==> config.mk <==
export PLATFORM = sky130hd
export DESIGN_NAME = seg_scan_decoder
export DESIGN_NICKNAME = d
export VERILOG_FILES = /design/src/rtl/seg_scan_decoder_pkg.sv /design/src/rtl/seg_scan_decoder_seg7_to_hex.sv /design/src/rtl/seg_scan_decoder.sv
export SDC_FILE = /design/constraint.sdc
export NUM_CORES = 1
export LEC_CHECK = 0
export CAP_MARGIN = 20
export CORE_MARGIN = 2
export CORE_UTILIZATION = 26
export DETAILED_ROUTE_END_ITERATION = 16
export DONT_BUFFER_PORTS = 1
export GPL_TIMING_DRIVEN = 0
export SYNTH_ARGS = -nofsm -noshare
export SYNTH_HDL_FRONTEND = slang
export SYNTH_SLANG_ARGS = --single-unit
==> constraint.sdc <==
create_clock -name i_clk -period 5.6 [get_ports i_clk]
set_input_delay 1.12 -clock i_clk [delete_from_list [all_inputs] [get_ports i_clk]]
set_output_delay 1.12 -clock i_clk [all_outputs]
set_load 0.01 [all_outputs]
==> src/rtl/seg_scan_decoder_pkg.sv <==
// Shared definitions for the multiplexed 7-segment scan decoder: glyph codes,
// digit count, FSM encoding and small bit-vector helpers.
package seg_scan_decoder_pkg;

    localparam int NUM_DIGITS = 8;

    // Active-low segment patterns, bit6=g ... bit0=a
    localparam logic [6:0] GLYPH_0 = 7'h40;
    localparam logic [6:0] GLYPH_1 = 7'h79;
    localparam logic [6:0] GLYPH_2 = 7'h24;
    localparam logic [6:0] GLYPH_3 = 7'h30;
    localparam logic [6:0] GLYPH_4 = 7'h19;
    localparam logic [6:0] GLYPH_5 = 7'h12;
    localparam logic [6:0] GLYPH_6 = 7'h02;
    localparam logic [6:0] GLYPH_7 = 7'h78;
    localparam logic [6:0] GLYPH_8 = 7'h00;
    localparam logic [6:0] GLYPH_9 = 7'h10;
    localparam logic [6:0] GLYPH_A = 7'h08;
    localparam logic [6:0] GLYPH_B = 7'h03;
    localparam logic [6:0] GLYPH_C = 7'h46;
    localparam logic [6:0] GLYPH_D = 7'h21;
    localparam logic [6:0] GLYPH_E = 7'h06;
    localparam logic [6:0] GLYPH_F = 7'h0E;

    typedef enum logic [1:0] {
        ST_WAIT   = 2'd0,
        ST_SAMPLE = 2'd1,
        ST_HOLD   = 2'd2
    } scan_state_t;

    function automatic logic [3:0] pop_count8(input logic [7:0] v);
        logic [3:0] c;
        c = 4'd0;
        for (int i = 0; i < 8; i++) begin
            c = c + {3'b000, v[i]};
        end
        return c;
    endfunction

    // Index of the highest set bit; only meaningful when exactly one bit is set
    function automatic logic [2:0] bit_index8(input logic [7:0] v);
        logic [2:0] idx;
        idx = 3'd0;
        for (int i = 0; i < 8; i++) begin
            if (v[i]) begin
                idx = 3'(i);
            end else begin
                idx = idx;
            end
        end
        return idx;
    endfunction

endpackage

==> src/rtl/seg_scan_decoder_seg7_to_hex.sv <==
// Combinational decode of an active-low 7-segment pattern to its hex value;
// o_legal is low for any pattern that is not one of the 16 hex glyphs.
module seg7_to_hex
    import seg_scan_decoder_pkg::*;
(
    input  logic [6:0] i_pattern,
    output logic [3:0] o_value,
    output logic       o_legal
);

    always_comb begin
        o_value = 4'h0;
        o_legal = 1'b1;
        case (i_pattern)
            GLYPH_0: o_value = 4'h0;
            GLYPH_1: o_value = 4'h1;
            GLYPH_2: o_value = 4'h2;
            GLYPH_3: o_value = 4'h3;
            GLYPH_4: o_value = 4'h4;
            GLYPH_5: o_value = 4'h5;
            GLYPH_6: o_value = 4'h6;
            GLYPH_7: o_value = 4'h7;
            GLYPH_8: o_value = 4'h8;
            GLYPH_9: o_value = 4'h9;
            GLYPH_A: o_value = 4'hA;
            GLYPH_B: o_value = 4'hB;
            GLYPH_C: o_value = 4'hC;
            GLYPH_D: o_value = 4'hD;
            GLYPH_E: o_value = 4'hE;
            GLYPH_F: o_value = 4'hF;
            default: o_legal = 1'b0;
        endcase
    end

endmodule

==> src/rtl/seg_scan_decoder.sv <==
// Recovers the hex value shown on a scanned 8-digit 7-segment display by
// sampling the segment/enable lines once they have settled on each digit.
module seg_scan_decoder
    import seg_scan_decoder_pkg::*;
#(
    parameter int SETTLE  = 4,
    parameter int TIMEOUT = 1048576
) (
    input  logic        i_clk,
    input  logic        i_rst,
    input  logic [6:0]  i_out7,
    input  logic [7:0]  i_en_out,
    output logic [31:0] o_digits,
    output logic [7:0]  o_digit_valid,
    output logic        o_frame_done,
    output logic        o_seg_err,
    output logic        o_an_err,
    output logic        o_stale
);

    localparam int TW = $clog2(TIMEOUT + 1);
    localparam logic [TW-1:0] TMO_MAX  = TW'(TIMEOUT);
    localparam logic [TW-1:0] TMO_LAST = TW'(TIMEOUT - 1);
    localparam logic [TW-1:0] TMO_ONE  = TW'(1);

    logic [6:0]    r_out7;
    logic [7:0]    r_en;
    logic [7:0]    r_stab;
    scan_state_t   r_state;
    logic [31:0]   r_digits;
    logic [7:0]    r_valid;
    logic [7:0]    r_seen;
    logic          r_frame_done;
    logic          r_seg_err;
    logic          r_an_err;
    logic          r_stale;
    logic [TW-1:0] r_tmo;

    scan_state_t   w_state_next;
    logic          w_change;
    logic [7:0]    w_stab_next;
    logic          w_do_sample;
    logic [3:0]    w_value;
    logic          w_legal;
    logic [7:0]    w_active;
    logic [3:0]    w_low_cnt;
    logic [2:0]    w_idx;
    logic [7:0]    w_sel;
    logic          w_capture;
    logic          w_glyph_err;
    logic          w_multi_low;
    logic [7:0]    w_seen_next;
    logic          w_frame;

    seg7_to_hex u_seg7_to_hex (
        .i_pattern (r_out7),
        .o_value   (w_value),
        .o_legal   (w_legal)
    );

    // Change is seen as the new value enters the input register, so the
    // counter clears on the same edge the registered value moves.
    always_comb begin
        w_change    = (i_out7 != r_out7) || (i_en_out != r_en);
        w_stab_next = r_stab;
        if (w_change) begin
            w_stab_next = 8'd0;
        end else if (r_stab != 8'hFF) begin
            w_stab_next = r_stab + 8'd1;
        end else begin
            w_stab_next = r_stab;
        end
    end

    // Input capture register and stability counter
    always_ff @(posedge i_clk or posedge i_rst) begin
        if (i_rst) begin
            r_out7 <= 7'h7F;
            r_en   <= 8'hFF;
            r_stab <= 8'd0;
        end else begin
            r_out7 <= i_out7;
            r_en   <= i_en_out;
            r_stab <= w_stab_next;
        end
    end

    // Scan FSM state register
    always_ff @(posedge i_clk or posedge i_rst) begin
        if (i_rst) begin
            r_state <= ST_WAIT;
        end else begin
            r_state <= w_state_next;
        end
    end

    // Scan FSM next state; SAMPLE acts on the stable registered inputs
    always_comb begin
        w_state_next = r_state;
        w_do_sample  = 1'b0;
        case (r_state)
            ST_WAIT: begin
                if (!w_change && (w_stab_next >= 8'(SETTLE))) begin
                    w_state_next = ST_SAMPLE;
                end else begin
                    w_state_next = ST_WAIT;
                end
            end
            ST_SAMPLE: begin
                w_do_sample  = 1'b1;
                w_state_next = w_change ? ST_WAIT : ST_HOLD;
            end
            ST_HOLD: begin
                w_state_next = w_change ? ST_WAIT : ST_HOLD;
            end
            default: begin
                w_state_next = ST_WAIT;
            end
        endcase
    end

    // Classify the sampled enable word and glyph
    always_comb begin
        w_active    = ~r_en;
        w_low_cnt   = pop_count8(w_active);
        w_idx       = bit_index8(w_active);
        w_sel       = 8'd1 << w_idx;
        w_capture   = w_do_sample && (w_low_cnt == 4'd1) && w_legal;
        w_glyph_err = w_do_sample && (w_low_cnt == 4'd1) && !w_legal;
        w_multi_low = w_do_sample && (w_low_cnt > 4'd1);
        w_seen_next = r_seen | w_sel;
        w_frame     = w_capture && (w_seen_next == 8'hFF);
    end

    // Digit store, frame tracking, error pulses and stale timeout
    always_ff @(posedge i_clk or posedge i_rst) begin
        if (i_rst) begin
            r_digits     <= 32'd0;
            r_valid      <= 8'd0;
            r_seen       <= 8'd0;
            r_frame_done <= 1'b0;
            r_seg_err    <= 1'b0;
            r_an_err     <= 1'b0;
            r_stale      <= 1'b0;
            r_tmo        <= '0;
        end else begin
            r_frame_done <= w_frame;
            r_seg_err    <= w_glyph_err;
            r_an_err     <= w_multi_low;
            if (w_capture) begin
                r_digits[{w_idx, 2'b00} +: 4] <= w_value;
                r_valid <= r_valid | w_sel;
                r_seen  <= w_frame ? 8'd0 : w_seen_next;
                r_tmo   <= '0;
                r_stale <= 1'b0;
            end else if (r_tmo == TMO_LAST) begin
                r_tmo   <= TMO_MAX;
                r_stale <= 1'b1;
                r_valid <= 8'd0;
                r_seen  <= 8'd0;
            end else begin
                r_tmo   <= (r_tmo == TMO_MAX) ? r_tmo : r_tmo + TMO_ONE;
                r_valid <= w_glyph_err ? (r_valid & ~w_sel) : r_valid;
            end
        end
    end

    assign o_digits      = r_digits;
    assign o_digit_valid = r_valid;
    assign o_frame_done  = r_frame_done;
    assign o_seg_err     = r_seg_err;
    assign o_an_err      = r_an_err;
    assign o_stale       = r_stale;

endmodule

# Word level (Yosys, flattened, before mapping)
# Index checks and enable logic that the tools add are counted.
# W data, S select, Z words.
# op_classes
n_addsub	10
mul	0
n_reduce_logical	15
n_mux	27
n_div	0
n_lt_le_gt_ge	2
bitwise_logic	5
shift	3
eq_ne	25
# ops
op	n
$mux W8	8
$mux W21	3
$pmux W4 S15	1
$bwmux W32	1
$shift A4 B7 Y32 const A	1
$shiftx A4 B7 Y32	1
$eq A7 B7 Y1 const B	4
$add A21 B1 Y21 const B	1
$eq A21 B20 Y1 const B	1
$eq A21 B21 Y1 const B	1
$eq A7 B5 Y1 const B	3
$eq A7 B6 Y1 const B	3
$mux W3	6
$add A4 B1 Y4	4
$not A8 Y8	2
$or A8 B8 Y8	2
$reduce_or A16 Y1	1
$eq A7 B2 Y1 const B	2
$eq A7 B4 Y1 const B	2
$add A8 B1 Y8 const B	1
$and A8 B8 Y8	1
$eq A8 B8 Y1 const B	1
$ge A8 B3 Y1 const B	1
$ne A8 B8 Y1	1
24 further kinds	35
# word_totals
in_bits	17
register_bits	98
latch_bits	0
mem_count	0
ram_bits	0
romBits	0
elab_cells	99

# Depth between registers and ports, before layout
# Gate-level depths: netlist (run 1).
# logic_depth
depth_word	14
ltp_mapped	14
ltp_nobuf	12

# Modules after synthesis
# From an unflattened synthesis (run 1), not the netlist that was laid out.
# unflattened
cells_unflattened	507
hier_area_um2	5149.9
# by_module_without_submodules
module	cells_each	area_each_um2	instances	seq_area_each_um2
seg_scan_decoder	444	4757.1	1	2471.1
seg7_to_hex	63	392.9	1	0.0

# Least setup slack after synthesis (run 1)
# Ideal clock, no wire load.
# synth_timing
kind	reg2reg
from	register r_en[0]
to	register r_digits[28], in the netlist o_digits[28]
t_arrival_ns	4.040
path_buffers	0
slack_ns	1.435
required_time_ns	5.475
path_stages_with_launch	13
cell_sequence	dfstp_2 > inv_1 > fa_1 > fa_1 > fa_1 > ha_1 > fa_1 > nor2_1 > a21oi_1 > nor3_1 > o31ai_4 > nor4_4 > mux2_2
# synth_between
elab_chain_cells	11
# synth_rtl
item	line_no	source
start: declaration	seg_scan_decoder.sv:27	logic [7:0] r_en;
start signal: assignment	seg_scan_decoder.sv:83	r_en <= i_en_out;
$not A8 Y8	seg_scan_decoder.sv:124	w_active = ~r_en;
$add A1 B1 Y2	seg_scan_decoder_pkg.sv:35	c = c + {3'b000, v[i]};
$add A2 B1 Y3	seg_scan_decoder_pkg.sv:35	
$add A3 B1 Y4	seg_scan_decoder_pkg.sv:35	
$add A4 B1 Y4 (4 in series)	seg_scan_decoder_pkg.sv:35	
$eq A4 B1 Y1	seg_scan_decoder.sv:128	w_capture = w_do_sample && (w_low_cnt == 4'd1) && w_legal;
$logic_and A1 B1 Y1 (2 in series)	seg_scan_decoder.sv:128	
end signal: indexed assignment	seg_scan_decoder.sv:151	r_digits[{w_idx, 2'b00} +: 4] <= w_value;
end: declaration	seg_scan_decoder.sv:30	logic [31:0] r_digits;
# No other way between the ends.
# A chain may end at the register's enable or synchronous reset.

# Worst setup path in the final report (run 1)
# layout_timing
from	register r_en[0]
to	register r_digits[17], in the netlist o_digits[17]
# The elaborated chain is that of the path after synthesis.

==> results of run 1 <==
==> sequential cells by signal, summed over array words and instances, names as in the netlist <==
register	cells
o_digits	32
o_an_err	1
r_out7	7
r_stab	8
r_en	8
o_frame_done	1
o_stale	1
o_seg_err	1
r_state	2
o_digit_valid	8
r_tmo	21
r_seen	8
==> final cells by class <==
cell class              count  area [sq um]  share of cell area [%]
plain buffers              18           104                    1.78
clock buffers               9           225                    3.86
clock inverters             7          81.3                    1.39
inverters                  22          85.1                    1.46
multi-input cells         346          2510                    43.0
flip-flops and latches     98          2470                    42.4
well taps                 265           332                    5.69
repair buffers              1          27.5                   0.472
==> stage by stage <==
stage	cell area [sq um]	utilization [%]	total power, uW	instances	setup slack (ns)
finish	5830	30.0	1480	766	0.716
global route	5830	30.0	1550	766	0.458
CTS	5830	30.0	1510	766	0.724
detailed placement	5530	28.4	846	750	0.740
global placement	5500	28.2	842	749	0.711
floorplan	5160	-	818	484	1.44
==> cells by family after synthesis <==
kind of cell / share of synthesized area, %
flip-flops: 47.9
AO/OA/AOI/OAI: 9.13
multiplexers: 7.75
AND/OR/NAND/NOR: 19.7
XOR/XNOR: 6.78
buffers and inverters: 3.61
adder cells (fa/ha/maj): 5.19
==> layer usage <==
metal | global-route usage (%) | routed length [um]
met2 | 18.3 | 5330
met5 | 0 | 0
met3 | 3.74 | 731
met1 | 15.4 | 5460
met4 | 3.56 | 133
==> worst register-to-register path: cells and delay by family (launching register included) <==
family / cells / cell delay [ns]
multiplexers: 1 / 0.39
buffers and inverters: 1 / 0.07
AND/OR/NAND/NOR: 3 / 1.28
flip-flops: 1 / 0.54
AO/OA/AOI/OAI: 2 / 0.39
adder cells (fa/ha/maj): 5 / 2.09
==> cells in the final DEF (no fill, tap or decap), drive strengths merged, types with 2 or more instances in the layout <==
cell / n
fa: 4
nand3b: 2
nor3: 8
or2: 5
inv: 27
o21ai: 7
and3: 7
a21oi: 34
mux2i: 4
mux2: 32
a31oi: 9
nor4b: 5
nand2: 17
o211ai: 2
or3: 3
dfstp: 15
nor2: 63
dfrtp: 83
buf: 16
ha: 15
nor2b: 5
xnor2: 13
and2: 12
a31o: 2
a211oi: 2
o22ai: 3
nand3: 19
clkbuf: 12
nand4: 12
nor4: 12
xor2: 27
==> path summary, 6_finish.rpt <==
check                               endpoint
worst max-delay path            o_digits[17]
worst min-delay path               r_seen[5]
worst max register to register  o_digits[17]
worst min register to register     r_seen[5]
max in group asynchronous       o_frame_done
min in group asynchronous       o_digits[19]
==> power breakdown <==
| group | internal [uW] | switching (uW) | leakage (uW) |
|---|---|---|---|
| clock network | 356 | 298 | 0.000153 |
| registers | 718 | 6.54 | 0.00130 |
| logic | 37.7 | 69.0 | 0.00116 |
| total | 1110 | 374 | 0.00262 |
==> results_dict.tcl, run 1 <==
set metrics [dict create \
    status "completed" \
    netlist_area_sq_um 5160 \
    grt_pass1_wl_um 19300 \
    routed_wirelength_um 11700 \
    ys_top_cells_by_area "dfrtp_1 (40%), dfstp_2 (7.6%), mux2_2 (6.5%)" \
    worstMarginPinSlew_ns 0.820 \
    postSynthCellCount 484 \
    drv_cap 0 \
    drv_slew 0 \
    slowest_delay_ns 0.67 \
    fill_cells 2002 \
    critPathArrivalTime_ns 5.12 \
    worstPathMaxFanout 6 \
    rows 51 \
    hold_start "r_seen[5]" \
    r2r_slack_ns 0.72 \
    max_freq_ghz 0.205 \
    cts_setup_buffers 0 \
    timing.rr.start "r_en[0]" \
    clk_pin_slew_worst_paths_ns 0.07 \
    relSlewSlack_pct 44.9 \
    hold_path.class "reg2reg" \
    required_ns 5.84 \
    yosysTopAreaCell "dfrtp_1" \
    grt_overflow 0 \
    critPathBufInv 1 \
    synth_warnings 0 \
    hpwl_um 8540 \
    worstSkewPairLatency_ns 0.36 \
    yosys-top-cells-count "dfrtp_1 (83), nor2_1 (63), a21oi_1 (34)" \
    syn-num-nets 520 \
    async_reset_ff_share_pct 100 \
    cts_tree "yes" \
    cts_root_buf "clkbuf_16" \
    die_y_um 145 \
    fin_crit_sh_pct 87.2 \
    drtIter0Drc 135 \
    fin_tns_setup_ns 0 \
    io_pins 61 \
    ys_types 61 \
    post_cts_resized 0 \
    holdWs_ns 0.538 \
    cp.depth 12 \
    drive_above_1_share_pct 19.2 \
    critPathCaptureType "flip-flop" \
    syn_avg_cell_area_sq_um 10.7 \
    wire_per_inst_um 15.2 \
    yosysSeqAreaShare_pct 47.9 \
    antenna_cells 0 \
    final.min_clock_period_ns 4.88 \
    ys.flop_type "dfrtp_1" \
    clock_sinks 98 \
    core_area_sq_um 19500 \
    yosysTopAreaCellShare_pct 40.2 \
    rsz0062_at_grt "false" \
    area_growth_pct 12.9 \
    grt_start_max_net_pins 65 \
    antenna_found_initial 0 \
    synth_seq_cells 98 \
    critPathKind "reg2reg" \
    critPathLaunchType "flip-flop" \
    finalSetupViolCount 0 \
    crit_start "r_en[0]" \
    htree_levels 3 \
    drc 0 \
    vias 3524 \
    portBuffers 0 \
    synth.most_common_cell "dfrtp_1" \
    cts_hold_buf 0 \
    path_cells "inv_1 > fa_1 > fa_1 > fa_1 > ha_1 > fa_1 > nor2_1 > a21oi_1 > nor3_1 > o31ai_4 > nor4_4 > mux2_2" \
    grt_pass1_vias 3508 \
    hold-path-cell-count 2 \
    ant_nets 0 \
    hold_viol 0 \
    power.density_nw_per_um2 255 \
    die-area_sq_um 21000 \
    skew_ns 0.00902 \
    viasPerCell 4.60 \
    initial_core_util_pct 26.5 \
    crit_family "adder cells" \
    slowest_stage "nor3_1" \
    ir_worst_vdd_uv 142 \
    power_leakage_uw 0.00262 \
    die-width_um 145 \
    cts_made_buffers 9 \
    synth-edff-count 0 \
    nets 532 \
    place_congestion 0.848 \
    reg2regPathDepth 12 \
    grtUsageTotal_pct 11.7 \
    first_pass_iters 5 \
    cp_common_cell "fa_1" \
    cts.path.max_buffers 2 \
]
Power figures use the tool's default switching activity.
==> run 2: changes to the inputs <==
CAP_MARGIN = not set   (was 20)
REMOVE_ABC_BUFFERS = 1   (was not set)
==> run 2 against run 1 <==
Fmax is 4.2% lower. Non-clock buffer count is 18 lower. Utilization is 0.32 points lower. Count of clock-buffer cells in the layout is 2 higher. Die area stayed put. Clock power is 5.0% higher. Final cell count is 2.3% lower. Hold slack worse by 0.0040 ns. Setup slack worse by 0.21 ns. Design area is 1.1% lower. Sequential power is 1% higher. Via count is 0.96% higher. Critical endpoint is now o_digits[22]. Largest cell class unchanged. Largest power group unchanged. Highest routed layer unchanged.
==> results_dict.tcl, run 2 (synthesis gave the netlist of run 1 again) <==
set metrics [dict create \
    status "completed" \
    ir_worst_vdd_uv 112 \
    largest_reg_flops 32 \
    skew_ns 0.0110 \
    hold_path.class "reg2reg" \
    hold_viol 0 \
    die-width_um 145 \
    rows 51 \
    io_pins 61 \
    max_freq_ghz 0.196 \
    critPathKind "reg2reg" \
    dpl_worst_slack_ns -0.0803 \
    drive_above_1_share_pct 17.8 \
    final_common_cell "dfrtp_1" \
    cts_setup_buffers 0 \
    drv_slew 0 \
    fill_cells 1997 \
    required_ns 5.82 \
    htree_levels 3 \
    grt_overflow 0 \
    critPathArrivalTime_ns 5.32 \
    placed_cell_area_sq_um 5430 \
    place_congestion 0.786 \
    clk_pin_slew_worst_paths_ns 0.07 \
    drv_cap 0 \
    vias 3558 \
    antenna_found_initial 0 \
    layout_common_cells "dfrtp_1 (83), nor2_1 (63), a21oi_1 (34)" \
    seq_area_sq_um 2470 \
    cts_root_buf "clkbuf_16" \
    worstPathMaxFanout 25 \
    die-area_sq_um 21000 \
    critPathLaunchType "flip-flop" \
    final.min_clock_period_ns 5.10 \
    worstMarginPinSlew_ns 0.936 \
    relSlewSlack_pct 37.1 \
    layout_setup_ws_ns 0.504 \
    finalSetupViolCount 0 \
    die_y_um 145 \
    grt_pass1_wl_um 18900 \
    core_area_sq_um 19500 \
    initial_core_util_pct 26.5 \
    ant_nets 0 \
    cts.path.max_buffers 2 \
    hpwl_um 8420 \
    fin_crit_sh_pct 91.0 \
    nets 514 \
    worstSkewPairLatency_ns 0.35 \
    clock_sinks 98 \
    fin_tns_setup_ns 0 \
    grt_pass1_vias 3604 \
    cts_made_buffers 9 \
    rsz0062_at_grt "false" \
    power.density_nw_per_um2 263 \
    hold-path-cell-count 2 \
    routed_wirelength_um 11500 \
    drtIter0Drc 145 \
    wire_per_inst_um 15.3 \
    first_pass_iters 4 \
    antenna_cells 0 \
    cts_tree "yes" \
    power_leakage_uw 0.00257 \
    portBuffers 0 \
    grt_start_max_net_pins 52 \
    cts_hold_buf 0 \
    area_growth_pct 11.8 \
    multi_input_area_sq_um 2520 \
    post_cts_resized 1 \
    fin_area_sq_um 5770 \
    critPathCaptureType "flip-flop" \
    reg2regPathDepth 12 \
    drc 0 \
    grtUsageTotal_pct 11.1 \
    viasPerCell 4.76 \
]
[run 2: per-stage QoR]
step,std cells,power (uW),hold slack [ns],util (%)
6_report,748,1520,0.534,29.6
4_1_cts,748,1540,0.536,29.6
3_3_place_gp,731,834,0.517,27.7
5_1_grt,748,1570,0.571,29.6
3_5_place_dp,732,842,0.523,27.9
2_1_floorplan,466,816,0.495,-
[run 2: final timing paths]
check	start	slack, ns	endpoint
min in group asynchronous	i_rst	0.72	o_digits[12]
min	r_seen[4]	0.53	r_seen[4]
max reg2reg	r_en[1]	0.50	o_digits[22]
min reg2reg	r_seen[4]	0.53	r_seen[4]
max in group asynchronous	i_rst	4.16	r_out7[0]
max	r_en[1]	0.50	o_digits[22]
[run 2: area by class of cell]
type	count	share of cell area, %
repair buffers	1	0.477
multi-input cells	346	43.6
flip-flops and latches	98	42.8
clock buffers	11	4.38
clock inverters	5	1.47
inverters	22	1.47
well taps	265	5.75
[run 2: routing by layer]
| layer | vias up | share of wire, % | global-route usage [%] |
|---|---|---|---|
| met4 | 0 | 2.7 | 4.65 |
| met2 | 72 | 49 | 18.5 |
| met1 | 1789 | 43 | 13.4 |
| li1 | 1681 | - | - |
| met5 | - | 0 | 0 |
| met3 | 16 | 6.0 | 3.40 |
[run 2: critical path: stages (launching register included)]
cell and delay (ns):
dfstp_2 0.56, inv_1 0.07, fa_1 0.49, fa_1 0.54
fa_1 0.42, ha_1 0.22, fa_1 0.38, nor2_1 0.11
a21oi_1 0.07, nor3_2 0.65, o31a_2 0.61, nand4_1 0.44
mux2_2 0.40
[run 2: report_power, final]
| group | internal [uW] | switching, uW | total, uW |
|---|---|---|---|
| sequential | 718 | 14.1 | 732 |
| combinational | 35.5 | 61.4 | 96.9 |
| clock | 419 | 268 | 687 |
| total | 1170 | 343 | 1520 |
==> run 3: changes to the inputs <==
SKIP_LAST_GASP = 1   (was not set)
clock period = 5.65 ns   (was 5.6 ns; I/O delays follow)
==> run 3 against run 2 <==
Die area unchanged. Hold slack improved by 0.00061 ns. Via count unchanged. Design area unchanged. Clock power decreased by 0.9%. First-iteration DRC count unchanged. Combinational power decreased by 0.9%. Fmax decreased by 2.7%. Wire length unchanged. Final cell count unchanged.
==> results_dict.tcl, run 3 (synthesis gave the netlist of run 1 again) <==
set metrics [dict create \
    skew_ns 0.0110 \
    required_ns 5.83 \
    endpoint "r_seen[5]" \
    final.min_clock_period_ns 5.24 \
    place_congestion 0.786 \
    worstSkewPairLatency_ns 0.35 \
    critPathCaptureType "flip-flop" \
    cts.path.max_buffers 2 \
    grt_pass1_vias 3604 \
    ant_nets 0 \
    drc 0 \
    hold_path.class "reg2reg" \
    drv_cap 0 \
    grtUsageTotal_pct 11.1 \
    max_freq_ghz 0.191 \
    cts_setup_buffers 0 \
    crit_start "r_en[1]" \
    ir_worst_vdd_uv 111 \
    grt_start_max_net_pins 52 \
    core_area_sq_um 19500 \
    wire_per_inst_um 15.3 \
    reg2regPathDepth 12 \
    antenna_found_initial 0 \
    worstMarginPinSlew_ns 0.937 \
    r2r_slack_ns 0.41 \
    die_y_um 145 \
    clk_pin_slew_worst_paths_ns 0.07 \
    vias 3558 \
    grt_overflow 0 \
    relSlewSlack_pct 37.0 \
    fin_crit_sh_pct 92.7 \
    finalSetupViolCount 0 \
    status "completed" \
    io_pins 61 \
    cts_tree "yes" \
    final_common_cell "dfrtp_1" \
    clock_sinks 98 \
    stdcell_count 748 \
    critPathLaunchType "flip-flop" \
    die-area_sq_um 21000 \
    antenna_cells 0 \
    critPathArrivalTime_ns 5.42 \
    htree_levels 3 \
    cts_made_buffers 9 \
    layout_common_cells "dfrtp_1 (83), nor2_1 (63), a21oi_1 (34)" \
    viasPerCell 4.76 \
    drv_slew 0 \
    rsz0062_at_grt "false" \
    portBuffers 0 \
    power.density_nw_per_um2 260 \
    die-width_um 145 \
    drtIter0Drc 145 \
    initial_core_util_pct 26.5 \
    fill_cells 1997 \
    hpwl_um 8420 \
    power_leakage_uw 0.00257 \
    first_pass_iters 4 \
    fin_tns_setup_ns 0 \
    area_growth_pct 11.8 \
    timing.rr.start "r_en[1]" \
    cts_root_buf "clkbuf_16" \
    nets 514 \
    grt_pass1_wl_um 18900 \
    worstPathMaxFanout 26 \
    drive_above_1_share_pct 17.6 \
    dp.cells 732 \
    hold_viol 0 \
    rows 51 \
    r2r_end "r_seen[5]" \
    critPathKind "reg2reg" \
    routed_wirelength_um 11500 \
    largest_reg_flops 32 \
]
run 3: worst min-delay path by stage:
stage          startpoint         to  slack (ns)  cells after the start
3_5_place_dp    r_seen[4]  r_seen[4]        0.52                      2
5_1_grt         r_seen[0]  r_seen[0]        0.57                      2
4_1_cts         r_seen[4]  r_seen[4]        0.54                      2
6_report        r_seen[4]  r_seen[4]        0.53                      2
3_3_place_gp    r_seen[0]  r_seen[0]        0.52                      2
2_1_floorplan   r_seen[0]  r_seen[0]        0.49                      2
run 3: power breakdown:
part / leakage [uW] / internal [uW] / switching, uW
combinational: 0.00109 / 35.2 / 60.8
sequential: 0.00130 / 712 / 13.9
clock: 0.000168 / 415 / 266
total: 0.00257 / 1160 / 340
run 3: critical path: stages, from the launching register on:
cell     delay, ns
dfstp_2       0.56
inv_1         0.07
fa_1          0.49
fa_1          0.54
fa_1          0.42
ha_1          0.22
fa_1          0.38
nor2_1        0.11
a21oi_1       0.07
nor3_2        0.65
o31a_2        0.61
or2_1         0.77
a21oi_1       0.16
run 3: final cells by class:
class	count	area (sq um)	area share, %
Clock buffer	11	253	4.38
Clock inverter	5	85.1	1.47
Inverter	22	85.1	1.47
Multi-Input combinational cell	346	2520	43.6
Sequential cell	98	2470	42.8
Tap cell	265	332	5.75
Timing Repair Buffer	1	27.5	0.477
run 3: per-layer routing:
layer | GRT usage, % | wire length, um
met3 | 3.40 | 688
met4 | 4.65 | 308
met5 | 0 | 0
met1 | 13.4 | 4870
met2 | 18.5 | 5590
run 3: per-stage QoR:
step | total power [uW] | util [%] | setup WS (ns) | hold slack [ns] | cell area [sq um]
finish | 1500 | 29.6 | 0.415 | 0.535 | 5770
global route | 1560 | 29.6 | 0.0284 | 0.572 | 5770
CTS | 1520 | 29.6 | 0.386 | 0.536 | 5770
detailed placement | 835 | 27.9 | -0.0303 | 0.523 | 5430
global placement | 827 | 27.7 | 0.0394 | 0.517 | 5390
floorplan | 808 | - | 0.836 | 0.495 | 5060
run 3: what timing repair did:
action | CTS | global route
hold buffers | 0 | 0
gates resized for setup | 1 | 0
endpoints found under the setup margin | 26 | 0
